--- src/rtl/blink_sequencer_pkg.sv ---
// Shared definitions for the blink sequencer: FSM state encoding and the
// default prescaler constants (1 Hz / 4 Hz blink from a 100 MHz clock).
package blink_sequencer_pkg;

  typedef enum logic [1:0] {
    ST_IDLE  = 2'd0,
    ST_RUN   = 2'd1,
    ST_PAUSE = 2'd2,
    ST_DONE  = 2'd3
  } state_t;

  localparam int unsigned DEF_DIV_W   = 27;
  localparam int unsigned DEF_SLOW_TC = 49_999_999;
  localparam int unsigned DEF_FAST_TC = 12_499_999;
  localparam int unsigned DEF_BLINKS  = 8;
  localparam int unsigned DEF_CNT_W   = 4;

endpackage

--- src/rtl/blink_sequencer_tick_prescaler.sv ---
// tick_prescaler: half-period counter used as a clock enable.
// Ports:
//   clk        system clock
//   i_rst_n    asynchronous active-low reset
//   i_clr      synchronous clear of the counter (has priority over i_en)
//   i_en       count enable
//   i_sel_fast terminal count select (1 = FAST_TC, 0 = SLOW_TC)
//   o_term     registered one-cycle pulse, high the cycle after the counter
//              reached the selected terminal count
module tick_prescaler
  import blink_sequencer_pkg::*;
#(
  parameter int unsigned DIV_W   = DEF_DIV_W,
  parameter int unsigned SLOW_TC = DEF_SLOW_TC,
  parameter int unsigned FAST_TC = DEF_FAST_TC
) (
  input  logic clk,
  input  logic i_rst_n,
  input  logic i_clr,
  input  logic i_en,
  input  logic i_sel_fast,
  output logic o_term
);

  logic [DIV_W-1:0] r_cnt;
  logic             r_term;
  logic [DIV_W-1:0] w_tc;
  logic             w_hit;

  assign w_tc   = i_sel_fast ? DIV_W'(FAST_TC) : DIV_W'(SLOW_TC);
  assign w_hit  = (r_cnt == w_tc);
  assign o_term = r_term;

  // Equality compare only: the counter never runs past the terminal count.
  always_ff @(posedge clk or negedge i_rst_n) begin
    if (!i_rst_n) begin
      r_cnt  <= '0;
      r_term <= 1'b0;
    end else begin
      r_term <= 1'b0;
      if (i_clr) begin
        r_cnt <= '0;
      end else if (i_en) begin
        if (w_hit) begin
          r_cnt  <= '0;
          r_term <= 1'b1;
        end else begin
          r_cnt <= r_cnt + DIV_W'(1);
        end
      end
    end
  end

endmodule

--- src/rtl/blink_sequencer.sv ---
// blink_sequencer: blinks led BLINKS times at a start-selected rate, with
// pause/resume/abort control.
// Ports:
//   clk        system clock (only clock)
//   rst        asynchronous active-low reset
//   start      request pulse: start from IDLE, resume from PAUSE
//   stop       request pulse: pause from RUN, abort from PAUSE (wins over start)
//   fast       rate select, captured only when start is accepted in IDLE
//   led        blink output
//   tick       one-cycle pulse on every led toggle
//   busy       high in RUN and PAUSE
//   done       one-cycle pulse on sequence completion
//   blink_cnt  completed blinks in the current sequence
module blink_sequencer
  import blink_sequencer_pkg::*;
#(
  parameter int unsigned DIV_W   = DEF_DIV_W,
  parameter int unsigned SLOW_TC = DEF_SLOW_TC,
  parameter int unsigned FAST_TC = DEF_FAST_TC,
  parameter int unsigned BLINKS  = DEF_BLINKS,
  parameter int unsigned CNT_W   = DEF_CNT_W
) (
  input  logic             clk,
  input  logic             rst,
  input  logic             start,
  input  logic             stop,
  input  logic             fast,
  output logic             led,
  output logic             tick,
  output logic             busy,
  output logic             done,
  output logic [CNT_W-1:0] blink_cnt
);

  state_t           r_state;
  logic             r_led;
  logic             r_tick;
  logic             r_busy;
  logic             r_done;
  logic             r_fast;
  logic [CNT_W-1:0] r_blink_cnt;

  logic             w_accept;
  logic             w_abort;
  logic             w_en;
  logic             w_term;
  logic [CNT_W-1:0] w_cnt_nxt;
  logic             w_last;

  assign w_accept  = (r_state == ST_IDLE)  && start && !stop;
  assign w_abort   = (r_state == ST_PAUSE) && stop;
  // The edge that samples stop already freezes the prescaler.
  assign w_en      = (r_state == ST_RUN)   && !stop;
  assign w_cnt_nxt = r_blink_cnt + CNT_W'(1);
  // Falling toggle that completes the final blink.
  assign w_last    = w_term && r_led && (w_cnt_nxt == CNT_W'(BLINKS));

  tick_prescaler #(
    .DIV_W   (DIV_W),
    .SLOW_TC (SLOW_TC),
    .FAST_TC (FAST_TC)
  ) u_prescaler (
    .clk        (clk),
    .i_rst_n    (rst),
    .i_clr      (w_accept || w_abort),
    .i_en       (w_en),
    .i_sel_fast (r_fast),
    .o_term     (w_term)
  );

  // Sequencer FSM with registered outputs.
  // A terminal pulse pending in RUN is always consumed, even on a stop edge,
  // so no toggle is lost across a pause; completing the last blink beats stop.
  always_ff @(posedge clk or negedge rst) begin
    if (!rst) begin
      r_state     <= ST_IDLE;
      r_led       <= 1'b0;
      r_tick      <= 1'b0;
      r_busy      <= 1'b0;
      r_done      <= 1'b0;
      r_fast      <= 1'b0;
      r_blink_cnt <= '0;
    end else begin
      r_tick <= 1'b0;
      r_done <= 1'b0;
      case (r_state)
        ST_IDLE: begin
          if (w_accept) begin
            r_state     <= ST_RUN;
            r_fast      <= fast;
            r_led       <= 1'b0;
            r_blink_cnt <= '0;
            r_busy      <= 1'b1;
          end
        end
        ST_RUN: begin
          if (w_term) begin
            r_led  <= ~r_led;
            r_tick <= 1'b1;
            if (r_led) begin
              r_blink_cnt <= w_cnt_nxt;
            end
          end
          if (w_last) begin
            r_state <= ST_DONE;
            r_done  <= 1'b1;
            r_busy  <= 1'b0;
          end else if (stop) begin
            r_state <= ST_PAUSE;
          end
        end
        ST_PAUSE: begin
          if (stop) begin
            r_state <= ST_IDLE;
            r_led   <= 1'b0;
            r_busy  <= 1'b0;
          end else if (start) begin
            r_state <= ST_RUN;
          end
        end
        ST_DONE: begin
          r_state <= ST_IDLE;
        end
        default: begin
          r_state <= ST_IDLE;
        end
      endcase
    end
  end

  assign led       = r_led;
  assign tick      = r_tick;
  assign busy      = r_busy;
  assign done      = r_done;
  assign blink_cnt = r_blink_cnt;

endmodule

--- config.mk ---
export PLATFORM = sky130hd
export DESIGN_NAME = blink_sequencer
export DESIGN_NICKNAME = d
export VERILOG_FILES = /design/src/rtl/blink_sequencer_pkg.sv /design/src/rtl/blink_sequencer_tick_prescaler.sv /design/src/rtl/blink_sequencer.sv
export SDC_FILE = /design/constraint.sdc
export NUM_CORES = 1
export LEC_CHECK = 0
export BUFFER_PORTS_ARGS = -buffer_cell sky130_fd_sc_hd__buf_2
export CAP_MARGIN = 40
export CORE_MARGIN = 2
export CORE_UTILIZATION = 60
export DETAILED_ROUTE_END_ITERATION = 8
export PLACE_DENSITY = 0.9
export SLEW_MARGIN = 20
export SYNTH_ARGS = -nofsm -noshare
export SYNTH_HDL_FRONTEND = slang
export SYNTH_SLANG_ARGS = --single-unit
--- constraint.sdc ---
create_clock -name clk -period 4.43 [get_ports clk]
set_clock_uncertainty 0.2 [all_clocks]
set_input_delay 0.443 -clock clk [delete_from_list [all_inputs] [get_ports clk]]
set_output_delay 0.443 -clock clk [all_outputs]
set_load 0.01 [all_outputs]
==> flow_summary.yaml, run 1 <==
final_layout:
  num-nets-final: 281
  seq_area_um2: 976
  final_cell_mix: "dfrtp_1, nand2_1, nand3_1, nand4_1, o21ai_0"
  final_common_cell: "dfrtp_1"
  fill_cells: 303
  drive_above_1_share: 0.107
  syn2layout_area_growth_pct: 9.59
  multi_input_comb_area_mm2: 0.00131
  num_antenna_cells: 0
logic_synthesis:
  ys_ff_latch: 39
  muxShareOfSynthArea: 0.0174
  ys_warn_count: 0
  synth-edff-count: 0
  synthAdderAreaFrac: 0.0369
  ys_seq_area_frac: 0.411
  syn_nets: 269
  synth_top_family_by_area: "simple AND/OR/NAND/NOR gates"
  synth.distinct_cells: 49
  synth_top_flop_cell: "dfrtp_1"
  synthArstFlopShare: 1.00
  synth_top_area_frac: 0.411
  syn_inst: 257
  synth_compound_area_frac: 0.203
  syn-cell-area_mm2: 0.00237
  synth_xor_area_frac: 0.00738
  yosys.area.top_type: "dfrtp_1"
  synth.area.top_cells: "dfrtp_1, nand3_1, nand4_1"
  avgSynthCellArea_um2: 9.24
  synthSimpleGateAreaFrac: 0.283
outcome:
  status: "finished, final reports clean"
timing:
  grt_setup_unrepaired: "false"
  tightest_slew_ns: 0.885
  setup_ws_ns: 1.44
  final-max-slew-violation-count: 0
  fmax_mhz: 334
  min_period_ns: 2.99
  fin_crit_sh: 0.675
  slew_headroom: 0.405
  fin_setup_tns_ns: 0
  setup_violations: 0
  final_hold_viol_count: 0
pwr:
  clock_power_share: 0.242
  combinationalPowerShare: 0.362
  seqPwrFrac: 0.396
  p_int_uw: 781
  switching_share: 0.388
  peakVddDrop_mv: 0.349
  leakage_nw: 1.06
  power.total_mw: 1.28
  power_switching_uw: 494
  powerDensity_mw_per_mm2: 490
die:
  ios: 13
  start_util: 0.634
  die_w_um: 66.9
  coreArea_mm2: 0.00374
  die-height_um: 66.9
  die-area_mm2: 0.00448
  rows: 22
global_route:
  antenna_found_initial: 0
  grt.met2_usage: 0.434
  grt_pass1_wl_um: 9310
  top_usage_layer: "met2"
  met3_usage: 0.0524
  grtUsageMet1: 0.384
  grt_usage: 0.277
  grt_remaining_overflow: 0
  grt_max_degree: 23
  grt_pass1_vias: 1968
setup_path:
  worstPathArrival_ns: 2.93
  cp-start-kind: "register"
  reg2reg_slack_ns: 1.44
  critical_path_class: "reg -> reg"
  cp-end-kind: "register"
  required_ns: 4.37
  worstPathMaxFanout: 20
flow_run:
  maxCapViolCount: 0
cts:
  clk_latency_ns: 0.30
  cts.sinks: 39
  cts_root_buf: "clkbuf_8"
  cts_buffers: 5
  cts_tree: "built"
  cts_buffer_depth: 2
  postCtsSetupBuffers: 0
  clk_pin_slew_worst_paths_ns: 0.08
  h-tree-depth: 2
routing:
  wire_per_inst_um: 17.0
  firstDrtPassIters: 5
  antenna_left: 0
  drc: 0
  vias: 2203
  wl_um: 5400
  drt_iter0_markers: 229
  viasPerCell: 6.93
placement:
  post-place-ws_ns: 1.52
  hpwl_um: 3690
  gp_congestion: 0.910
  numPortBuffers: 12
hold_path:
  hp-class: "in -> reg"
==> sequential cells by signal, indices dropped and copies added (netlist names) <==
register,flops
u_prescaler.r_cnt,27
u_prescaler.o_term,1
led,1
tick,1
busy,1
r_fast,1
blink_cnt,4
done,1
r_state,2
==> stage by stage <==
step                area [um^2]  instances  utilization  hold WS, ns
global placement           2440        308        0.652        0.290
global route               2600        318        0.695        0.174
detailed placement         2470        309        0.661        0.234
CTS                        2600        318        0.695        0.181
floorplan                  2370        257            -      -0.0526
finish                     2600        318        0.695        0.178
==> cells in the mapped netlist, types with 2 or more instances <==
cell type  count
a22o_1         3
nor4bb_1       3
nor2b_1        3
a22oi_1        4
or3_1          2
nor2_1         8
and3b_1        2
a2bb2oi_1      2
and2_1        10
or4_1          4
buf_6          3
clkbuf_1       6
a41oi_1        3
and3_1         8
a31oi_1       11
nand2_1       24
ha_1           7
a21oi_1        9
o21ai_0       13
nor4_1         3
nand4_1       16
o311ai_0       6
and4_1         2
nand3_1       21
nand2b_1       4
dfrtp_1       39
o31ai_1       10
mux2i_1        3
inv_1          8
==> critical path, cell delays in order, from the launching register on <==
cell and delay [ns]:
dfrtp_1 0.46, or4b_1 0.52, a2bb2oi_1 0.15, or4_4 0.69, nand2_1 0.56, o311ai_0 0.25
==> per-layer routing <==
layer  vias up  part of all wire
li1       1018                 -
met4         0             0.012
met3         8             0.077
met2       100              0.47
met1      1077              0.44
met5         -                 0
==> final cells by class <==
type / instances / share of cell area
multi-input combinational: 199 / 0.502
sequential: 39 / 0.375
timing repair buffer: 16 / 0.0433
clock buffer: 6 / 0.0317
tap: 48 / 0.0231
clock inverter: 2 / 0.0135
inverter: 8 / 0.0115
==> worst paths after layout <==
check,startpoint,cells after the start,end
worst max-delay path,u_prescaler.r_cnt[5],5,u_prescaler.r_cnt[6]
worst min-delay path,fast,2,r_fast
worst max register to register,u_prescaler.r_cnt[5],5,u_prescaler.r_cnt[6]
worst min register to register,u_prescaler.r_cnt[26],1,u_prescaler.r_cnt[26]
max in group asynchronous,rst,3,u_prescaler.r_cnt[9]
min in group asynchronous,rst,2,r_state[1]
==> logic make-up (layout without fill, tap and decap cells) <==
kind of cell,after synthesis,in the layout
flip-flops,39,39
multiplexers,4,4
buffers and inverters,19,32
AND/OR/NAND/NOR,117,117
XOR/XNOR,2,2
AO/OA/AOI/OAI,69,69
adder cells (fa/ha/maj),7,7
==> power groups by stage <==
| stage | sequential, mW | clock, mW | combinational, mW |
|---|---|---|---|
| CTS | 0.503 | 0.311 | 0.453 |
| global route | 0.519 | 0.328 | 0.511 |
| global placement | 0.505 | 0 | 0.431 |
| detailed placement | 0.508 | 0 | 0.450 |
| floorplan | 0.496 | 0 | 0.342 |
| finish | 0.506 | 0.309 | 0.461 |
==> what timing repair did <==
item                                   in CTS  in global routing
endpoints found under the hold margin      19                  0
gates resized for setup                     0                  0
hold buffers                                1                  0
No activity file was read; power rests on OpenSTA's default activity.
==> inputs of run 2 (changes only) <==
- CORE_UTILIZATION: 60 -> 55
- PLACE_DENSITY: 0.9 -> 0.87
- clock period: 4.43 -> 2.46 ns (I/O delays scaled with it)
==> run 2 against run 1 <==
Net effect: register-to-register slack worse by 1.4 ns; setup slack worse by 1.4 ns; via count is 4.0% higher; wire length is 15% higher; critical endpoint unchanged; clock-buffer cell count stayed put; critical path type unchanged; global-route usage is 0.30 points lower; clock power is 45% higher; sequential power is 77% higher; first-iteration DRC count is 7.0% higher; highest routed layer unchanged; largest power group is now combinational logic; die area is 8.5% higher.
==> flow_summary.yaml, run 2 (synthesis results as in run 1) <==
cts:
  cts_tree: "built"
  cts_buffer_depth: 2
  clk_latency_ns: 0.30
  h-tree-depth: 2
  cts_buffers: 5
  cts_root_buf: "clkbuf_8"
  postCtsSetupBuffers: 0
  clk_pin_slew_worst_paths_ns: 0.08
  cts.sinks: 39
timing:
  final_hold_viol_count: 0
  min_period_ns: 2.38
  fin_setup_tns_ns: 0
  setup_violations: 0
  setup_ws_ns: 0.0753
  grt_setup_unrepaired: "false"
  slew_headroom: 0.533
  tightest_slew_ns: 0.697
  fin_crit_sh: 0.969
  final-max-slew-violation-count: 0
  hold_ws_ns: 0.234
  fmax_mhz: 419
setup_path:
  required_ns: 2.42
  crit_buf_inv: 1
  cp-end-kind: "register"
  crit_cells: 6
  cpPeakStageDelay_ns: 0.60
  cp-start-kind: "register"
  critPathSlowestCell: "or4_4"
  critical_path_class: "reg -> reg"
  worstPathMaxFanout: 8
  ff2ff_path_depth: 6
  worstPathCellList: "nand2_1, or4b_4, or4_4, nand2_2, buf_4, o311ai_0"
  cp_top_family: "simple AND/OR/NAND/NOR gates"
  worstPathArrival_ns: 2.35
routing:
  drc: 0
  wl_um: 6230
  vias: 2292
  wire_per_inst_um: 18.1
  antenna_left: 0
  viasPerCell: 6.64
  drt_iter0_markers: 245
  firstDrtPassIters: 4
placement:
  post-place-ws_ns: 0.0503
  gp_congestion: 0.931
  numPortBuffers: 12
  hpwl_um: 4420
  dpl.cell_count: 336
global_route:
  grt_max_degree: 21
  antenna_found_initial: 0
  grt_usage: 0.274
  grt_pass1_vias: 2187
  grt_pass1_wl_um: 10600
  grt_remaining_overflow: 0
hold_path:
  hp-class: "in -> reg"
  hold_depth: 4
pwr:
  leakage_nw: 1.19
  peakVddDrop_mv: 0.750
  power.total_mw: 2.35
  powerDensity_mw_per_mm2: 838
outcome:
  status: "finished, final reports clean"
die:
  die-area_mm2: 0.00486
  coreArea_mm2: 0.00409
  start_util: 0.581
  ios: 13
  die-height_um: 69.7
  rows: 23
  die_w_um: 69.7
final_layout:
  syn2layout_area_growth_pct: 18.2
  drive_above_1_share: 0.193
  num_antenna_cells: 0
  final_cell_mix: "dfrtp_1, buf_4, nand2_1, nand3_1, nand4_1"
  num-nets-final: 307
  largest_reg_flops: 27
  regMostFlops: "u_prescaler.r_cnt"
  fin_cells: 345
  final_common_cell: "dfrtp_1"
  fill_cells: 302
flow_run:
  maxCapViolCount: 0
## run 2: changes by cell type in the layout (fill, tap and decap cells not counted), sizes merged
cell,previous run,this run
buf,15,40
bufinv,1,0
dlygate4sd3,1,2
## run 2: area by class of cell
| class | count | area [um^2] | share of cell area |
|---|---|---|---|
| multi-input cells | 199 | 1340 | 0.476 |
| flip-flops and latches | 39 | 976 | 0.348 |
| repair buffers | 42 | 314 | 0.112 |
| clock buffers | 6 | 82.6 | 0.0294 |
| well taps | 50 | 62.6 | 0.0223 |
| inverters | 8 | 30.0 | 0.0107 |
| clock inverters | 1 | 5.00 | 0.00178 |
## run 2: layer usage
layer / track usage / part of all wire / vias up
li1: - / - / 1071
met1: 0.367 / 0.42 / 1099
met5: 0 / 0 / -
met3: 0.0625 / 0.078 / 12
met2: 0.441 / 0.48 / 110
met4: 0.0897 / 0.018 / 0
## run 2: repair_timing
action                                  CTS  global route
hold buffers                              2             0
endpoints found under the setup margin    0             8
resized for setup                         0             4
endpoints found under the hold margin    20             0
## run 2: worst min-delay path: stages
cell     delay [ns]
buf_2          0.12
a21oi_1        0.12
nand2_2        0.12
o31ai_1        0.08
## run 2: worst paths after layout
path	from	to	slack (ns)
max in group asynchronous	rst	u_prescaler.r_cnt[18]	1.28
hold reg to reg	u_prescaler.r_cnt[0]	u_prescaler.r_cnt[0]	0.33
min in group asynchronous	rst	blink_cnt[1]	0.30
hold / removal	start	u_prescaler.r_cnt[18]	0.23
setup / recovery	u_prescaler.r_cnt[20]	u_prescaler.r_cnt[6]	0.08
setup reg to reg	u_prescaler.r_cnt[20]	u_prescaler.r_cnt[6]	0.08
## run 2: report_power, final
part / switching [mW] / internal, mW / total (mW)
Clock: 0.228 / 0.220 / 0.448
Sequential: 0.137 / 0.761 / 0.898
Combinational: 0.580 / 0.428 / 1.01
## run 2: stage by stage
step | area, um^2 | utilization
floorplan | 2410 | -
global placement | 2650 | 0.649
detailed placement | 2690 | 0.657
CTS | 2790 | 0.683
global route | 2810 | 0.687
finish | 2810 | 0.687
==> inputs of run 3 (changes only) <==
- CORE_ASPECT_RATIO: default -> 0.9
- CORE_UTILIZATION: 55 -> 57
- CTS_BUF_LIST: default -> sky130_fd_sc_hd__clkbuf_2
- PLACE_DENSITY: 0.87 -> 0.89
==> run 3 against run 2 <==
Net effect: largest cell class unchanged; critical path type unchanged; first-iteration DRC count decreased by 33%; global-route usage up 0.11 points; combinational power about the same; die area decreased by 3.3%; wire length down 5.7%; sequential power shrank 0.7%.
==> flow_summary.yaml, run 3 (synthesis results as in run 1) <==
setup_path:
  crit_start: "u_prescaler.r_cnt[19]"
  rr_endpoint: "u_prescaler.r_cnt[6]"
  crit_end: "u_prescaler.r_cnt[6]"
  ff2ff_path_depth: 6
  worstPathArrival_ns: 2.48
  reg2reg_slack_ns: 0.09
  reg2reg_from: "u_prescaler.r_cnt[19]"
  worstPathMaxFanout: 8
  cp-end-kind: "register"
  required_ns: 2.56
  critical_path_class: "reg -> reg"
  cp-start-kind: "register"
cts:
  cts.sinks: 39
  cts_buffers: 5
  h-tree-depth: 2
  clk_pin_slew_worst_paths_ns: 0.19
  cts_buffer_depth: 2
  cts_tree: "built"
  clk_latency_ns: 0.41
  cts_root_buf: "clkbuf_2"
final_layout:
  num_antenna_cells: 0
  final_common_cell: "dfrtp_1"
  syn2layout_area_growth_pct: 16.2
  drive_above_1_share: 0.195
  fin_cells: 345
  largest_reg_flops: 27
  final_cell_mix: "dfrtp_1, buf_4, nand2_1, nand3_1, nand4_1"
  final_cell_area_mm2: 0.00276
  regMostFlops: "u_prescaler.r_cnt"
  num-nets-final: 309
timing:
  slew_headroom: 0.538
  setup_violations: 0
  final-max-slew-violation-count: 0
  grt_setup_unrepaired: "true"
  fin_crit_sh: 0.965
  final_hold_viol_count: 0
  fmax_mhz: 421
  setup_ws_ns: 0.0866
  tightest_slew_ns: 0.691
  min_period_ns: 2.37
global_route:
  grt_usage: 0.275
  grtUsageMet1: 0.387
  grt.met2_usage: 0.422
  grt_pass1_wl_um: 9940
  grt_remaining_overflow: 0
  grt_max_degree: 22
  antenna_found_initial: 0
  top_usage_layer: "met2"
  met3_usage: 0.0429
  grt_pass1_vias: 2084
hold_path:
  hp-class: "in -> reg"
  hold_depth: 4
routing:
  viasPerCell: 6.64
  vias: 2292
  drt_iter0_markers: 165
  firstDrtPassIters: 5
  wire_per_inst_um: 17.0
  drc: 0
  antenna_left: 0
  wl_um: 5880
die:
  start_util: 0.587
  rows: 22
  die_w_um: 72.0
  coreArea_mm2: 0.00405
  ios: 13
  die-area_mm2: 0.00470
  die-height_um: 65.2
outcome:
  status: "finished, final reports clean"
placement:
  numPortBuffers: 12
  gp_congestion: 0.926
  post-place-ws_ns: 0.0213
  post_dp_cell_area_mm2: 0.00269
  dpl.cell_count: 335
  hpwl_um: 4390
pwr:
  peakVddDrop_mv: 0.782
  leakage_nw: 1.17
  powerDensity_mw_per_mm2: 785
flow_run:
  maxCapViolCount: 0
run 3: through the flow:
stage | util | setup TNS, ns | hold WS, ns | power (mW)
2_1_floorplan | - | 0 | -0.250 | 1.51
3_3_place_gp | 0.656 | 0 | 0.198 | 1.80
3_5_place_dp | 0.665 | 0 | 0.0445 | 1.89
4_1_cts | 0.678 | 0 | 0.110 | 2.15
5_1_grt | 0.682 | -0.0608 | 0.0942 | 2.31
6_report | 0.682 | 0 | 0.0673 | 2.17
run 3: how the worst min path moves through the flow:
stage / from / to / slack [ns]
floorplan: rst / blink_cnt[0] / -0.25
global placement: rst / busy / 0.20
detailed placement: rst / busy / 0.04
CTS: start / u_prescaler.r_cnt[18] / 0.11
global route: start / u_prescaler.r_cnt[18] / 0.09
finish: start / u_prescaler.r_cnt[18] / 0.07
run 3: routing by layer:
metal	wire length (um)	vias up
met1	2570	1087
met3	438	15
met4	188	0
met5	0	-
met2	2680	111
li1	-	1079
run 3: cell type report:
cell class,instances,area [um^2]
multi-input cells,199,1330
fillers,298,1290
flip-flops and latches,39,977
repair buffers,44,329
well taps,48,60.1
inverters,8,30.0
clock buffers,5,25.0
clock inverters,2,8.76
run 3: critical path, stage by stage, from the launching register on:
cell and delay (ns):
dfrtp_1 0.40, nand2_1 0.10, or4b_4 0.51, or4_4 0.60, nand2_2 0.15, buf_4 0.18, o311ai_0 0.13
run 3: repair_timing:
| action | 4_1_cts | 5_1_grt |
|---|---|---|
| endpoints found under the hold margin | 40 | 0 |
| hold buffers | 2 | 0 |
| setup buffers | 0 | 1 |
| gates resized for setup | 0 | 4 |
| setup endpoints to repair | 0 | 15 |
run 3: report_power, final:
group / internal, mW / switching [mW]
Combinational: 0.421 / 0.585
Clock: 0.0599 / 0.208
Sequential: 0.762 / 0.131
